<file path="src/rtl/result_byte_scanner.sv">
// Latches each FP32 adder result and shows one byte at a time, MSB first.
// A debounced push-button steps the displayed byte; new_flag marks an unviewed result.
module result_byte_scanner #(
  parameter int unsigned DEBOUNCE_CYCLES = 16
) (
  input  logic        clk,
  input  logic        rst,
  input  logic        btn,
  input  logic [31:0] result,
  input  logic        result_valid,
  output logic [7:0]  byte_out,
  output logic [1:0]  byte_idx,
  output logic        new_flag
);

  typedef enum logic {
    STABLE_LOW  = 1'b0,
    STABLE_HIGH = 1'b1
  } deb_state_t;

  localparam logic [15:0] CNT_LAST = 16'(DEBOUNCE_CYCLES - 1);

  logic        r_s1;
  logic        r_s2;
  deb_state_t  r_state;
  deb_state_t  w_next_state;
  logic [15:0] r_cnt;
  logic [15:0] w_next_cnt;
  logic        r_stable_d;
  logic        w_stable;
  logic        w_step;
  logic [31:0] r_hold;
  logic [1:0]  r_idx;
  logic        r_new;
  logic [7:0]  w_byte;

  // Two-flop synchronizer for the asynchronous button.
  always_ff @(posedge clk or posedge rst) begin
    if (rst) begin
      r_s1 <= 1'b0;
      r_s2 <= 1'b0;
    end else begin
      r_s1 <= btn;
      r_s2 <= r_s1;
    end
  end

  // Debouncer state, disagreement counter and delayed copy for edge detection.
  always_ff @(posedge clk or posedge rst) begin
    if (rst) begin
      r_state    <= STABLE_LOW;
      r_cnt      <= 16'd0;
      r_stable_d <= 1'b0;
    end else begin
      r_state    <= w_next_state;
      r_cnt      <= w_next_cnt;
      r_stable_d <= w_stable;
    end
  end

  // Debouncer next state: flip only after DEBOUNCE_CYCLES consecutive disagreements.
  always_comb begin
    w_next_state = r_state;
    w_next_cnt   = 16'd0;
    case (r_state)
      STABLE_LOW: begin
        if (!r_s2) begin
          w_next_cnt = 16'd0;
        end else if (r_cnt == CNT_LAST) begin
          w_next_state = STABLE_HIGH;
          w_next_cnt   = 16'd0;
        end else begin
          w_next_cnt = r_cnt + 16'd1;
        end
      end
      STABLE_HIGH: begin
        if (r_s2) begin
          w_next_cnt = 16'd0;
        end else if (r_cnt == CNT_LAST) begin
          w_next_state = STABLE_LOW;
          w_next_cnt   = 16'd0;
        end else begin
          w_next_cnt = r_cnt + 16'd1;
        end
      end
      default: begin
        w_next_state = STABLE_LOW;
        w_next_cnt   = 16'd0;
      end
    endcase
  end

  assign w_stable = (r_state == STABLE_HIGH);
  // Press edge only; a release never steps.
  assign w_step   = w_stable & ~r_stable_d;

  // Capture wins over a coincident step so a fresh result is never skipped.
  always_ff @(posedge clk or posedge rst) begin
    if (rst) begin
      r_hold <= 32'h0000_0000;
      r_idx  <= 2'd3;
      r_new  <= 1'b0;
    end else if (result_valid) begin
      r_hold <= result;
      r_idx  <= 2'd3;
      r_new  <= 1'b1;
    end else if (w_step) begin
      r_idx  <= r_idx - 2'd1;
      r_new  <= 1'b0;
    end else begin
      r_hold <= r_hold;
      r_idx  <= r_idx;
      r_new  <= r_new;
    end
  end

  // Byte select straight from registered state, no extra pipeline stage.
  always_comb begin
    w_byte = 8'h00;
    case (r_idx)
      2'd3:    w_byte = r_hold[31:24];
      2'd2:    w_byte = r_hold[23:16];
      2'd1:    w_byte = r_hold[15:8];
      2'd0:    w_byte = r_hold[7:0];
      default: w_byte = 8'h00;
    endcase
  end

  assign byte_out = w_byte;
  assign byte_idx = r_idx;
  assign new_flag = r_new;

endmodule

</file>
<file path="config.mk">
export PLATFORM = sky130hd
export DESIGN_NAME = result_byte_scanner
export DESIGN_NICKNAME = d
export VERILOG_FILES = /design/src/rtl/result_byte_scanner.sv
export SDC_FILE = /design/constraint.sdc
export NUM_CORES = 1
export LEC_CHECK = 0
export CORE_ASPECT_RATIO = 1.2
export CORE_MARGIN = 2
export CORE_UTILIZATION = 51
export CTS_CLUSTER_SIZE = 14
export DETAILED_ROUTE_END_ITERATION = 7
export PLACE_DENSITY = 0.78
export SKIP_CTS_REPAIR_TIMING = 1
export SLEW_MARGIN = 10
export SYNTH_ARGS = -nofsm -noshare
export SYNTH_HDL_FRONTEND = slang
export SYNTH_SLANG_ARGS = --single-unit
export TNS_END_PERCENT = 20
</file>
<file path="constraint.sdc">
create_clock -name clk -period 2.4 [get_ports clk]
set_clock_uncertainty 0.15 [all_clocks]
set_input_delay 0.48 -clock clk [delete_from_list [all_inputs] [get_ports clk]]
set_output_delay 0.48 -clock clk [all_outputs]
set_load 0.02 [all_outputs]
</file>
==> impl_metrics.py <==
metrics = {
    "run_status": {
        "status": "complete, but fails checks",
        "violations": "setup timing",
    },
    "yosys": {
        "synth_edf_count": 0,
        "yosys.area.top_type_share_pct": 53.5,
        "synthCells": 205,
        "ys_warn_count": 0,
        "async_flop_share_pct": 100,
        "synth_area_leaders": "dfrtp_1, mux2_2, xnor2_1",
        "ys_ff_latch": 55,
        "ys.flop_type": "dfrtp_1",
        "postSynthAreaPerCell_um2": 12.1,
        "yosysUniqueCellTypes": 31,
        "synth_area_mm2": 0.00248,
        "synth_nets": 246,
        "ys_seq_area_share_pct": 55.6,
        "yosysTopAreaCell": "dfrtp_1",
    },
    "critical_path": {
        "critPathTopFamily": "flip-flops",
        "critPathKind": "reg2out",
        "r2r-end": "r_cnt[4]",
        "worstPathMaxFanout": 8,
        "crit_start": "byte_idx[1]",
        "cp-start-kind": "register",
        "cp_num_buf_inv": 2,
        "worstPathArrival_ns": 1.79,
        "crit_path_end_kind": "primary output",
        "path_cells": "inv_2, ha_4, a222oi_1, mux2i_1, buf_2",
        "slowest_delay_ns": 0.57,
        "timing.rr.start": "r_cnt[1]",
        "rr_worst_depth": 5,
        "cp_slowest_cell": "dfstp_2",
        "reg2reg_slack_ns": 0.47,
        "required_ns": 1.77,
    },
    "sta": {
        "finalSetupViolCount": 2,
        "fin_ws_ns": -0.0235,
        "report.final.slew_viol_count": 0,
        "fmax_mhz": 413,
        "hold_viol": 0,
        "fin_crit_ns": 2.42,
        "fin_crit_sh_pct": 101,
        "rsz0062_at_grt": "yes",
        "tns_ns": -0.0263,
        "slew_headroom_pct": 65.3,
        "tightest_slew_ns": 0.520,
    },
    "finish": {
        "n_antenna_cell": 0,
        "drive_gt1_share_pct": 24.5,
        "nets": 297,
        "final_cell_mix": "dfrtp_1, clkdlybuf4s50_1, mux2_2",
        "design_area_mm2": 0.00314,
        "n_fill_cell": 366,
        "final_cells": 315,
        "final_common_cell": "dfrtp_1",
        "area_growth_pct": 26.7,
    },
    "routing": {
        "routed_wl_um": 4730,
        "vias_per_cell": 5.25,
        "vias": 1655,
        "ant_nets": 0,
        "drt_iter0_markers": 106,
        "wl_per_cell_um": 15.0,
        "drt-pass1-iter-count": 5,
        "drc": 0,
    },
    "placement": {
        "dp.cells": 307,
        "dpl-instance-area_mm2": 0.00306,
        "portBuffers": 46,
        "dpl.hpwl_um": 3450,
        "place_congestion": 0.773,
    },
    "power": {
        "p_per_area_mw_per_mm2": 544,
        "peakVddDrop_mv": 0.449,
        "power_w": 0.00171,
        "p_leak_nw": 1.40,
    },
    "clock_network": {
        "clock-root-buffer": "clkbuf_8",
        "cts_tree": "yes",
        "path_clk_slew_ns": 0.09,
        "clk_latency_ns": 0.30,
        "htree_levels": 2,
        "clockBufferDepth": 2,
        "cts_buffers": 5,
        "cts.sinks": 55,
    },
    "min_path": {
        "min_to": "r_s2",
        "hp-start": "r_s1",
        "hold_depth": 0,
        "hp-class": "reg2reg",
    },
    "global_routing": {
        "grt_max_degree": 44,
        "antenna_found_initial": 0,
        "track_usage_pct": 19.8,
        "grt_pass1_vias": 1778,
        "grt_pass1_wl_um": 8100,
        "grt_overflow": 0,
    },
    "die": {
        "io_pins": 47,
        "core_area_mm2": 0.00463,
        "dieArea_mm2": 0.00544,
        "die_h_um": 80.4,
        "die_w_um": 67.7,
        "start_util_pct": 53.6,
        "rows": 27,
    },
    "run": {
        "drv_cap": 0,
    },
}
## final cells by class
class	instances	area, µm²	area share (%)
Tap cell	58	72.6	2.31
Clock buffer	5	68.8	2.19
Sequential cell	55	1380	43.9
Inverter	14	52.6	1.67
Multi-Input combinational cell	126	1040	33.2
Timing Repair Buffer	54	508	16.2
Clock inverter	3	18.8	0.597
## per-stage QoR
stage | hold slack (ns) | setup slack [ns] | util (%)
floorplan | 0.181 | 0.166 | -
CTS | 0.214 | -0.581 | 67.9
detailed placement | 0.192 | -0.227 | 66.0
global route | 0.217 | -0.139 | 67.9
finish | 0.211 | -0.0235 | 67.9
global placement | 0.183 | -0.198 | 66.0
## state kept, by name, indices dropped and copies added (netlist names), named ones only
name	count
byte_idx	2
new_flag	1
r_cnt	16
r_hold	32
r_s1	1
r_s2	1
r_stable_d	1
## cell families (layout without fill, tap and decap cells)
logic type / count (synthesis) / count (layout) / share of synthesized area (%)
DFF: 55 / 55 / 55.6
and+or+nand+nor: 54 / 54 / 12.3
muxes: 33 / 33 / 14.6
buffers and inverters: 24 / 76 / 3.88
AOI/OAI and AO/OA: 18 / 18 / 5.50
xor gates and xnor gates: 16 / 16 / 5.65
adders and majority gates: 5 / 5 / 2.52
## Yosys cell counts, drive strengths merged (3+ instances only)
library cell,instances
dfrtp,53
mux2,25
nor2,20
inv,14
xnor2,14
nand2,12
a222oi,8
mux2i,8
o21ai,8
clkbuf,7
nor4,6
ha,5
nand3,5
nor3,4
buf,3
nand4,3
## per-layer routing
layer	track usage (%)	routed length, µm
met4	4.90	49
met1	24.0	2020
met3	4.62	219
met5	0	0
met2	35.0	2440
## worst max-delay path by stage
stage	end	depth (start not counted)
global placement	byte_out[1]	5
global route	byte_out[0]	5
floorplan	byte_out[0]	3
detailed placement	byte_out[1]	5
CTS	byte_out[1]	5
finish	byte_out[1]	5
## report_power, final
part,internal [W],switching (W)
logic,0.000114,0.0000893
clock network,0.000206,0.000286
registers,0.000984,0.0000309
total,0.00130,0.000406
Power figures use the tool's default switching activity.
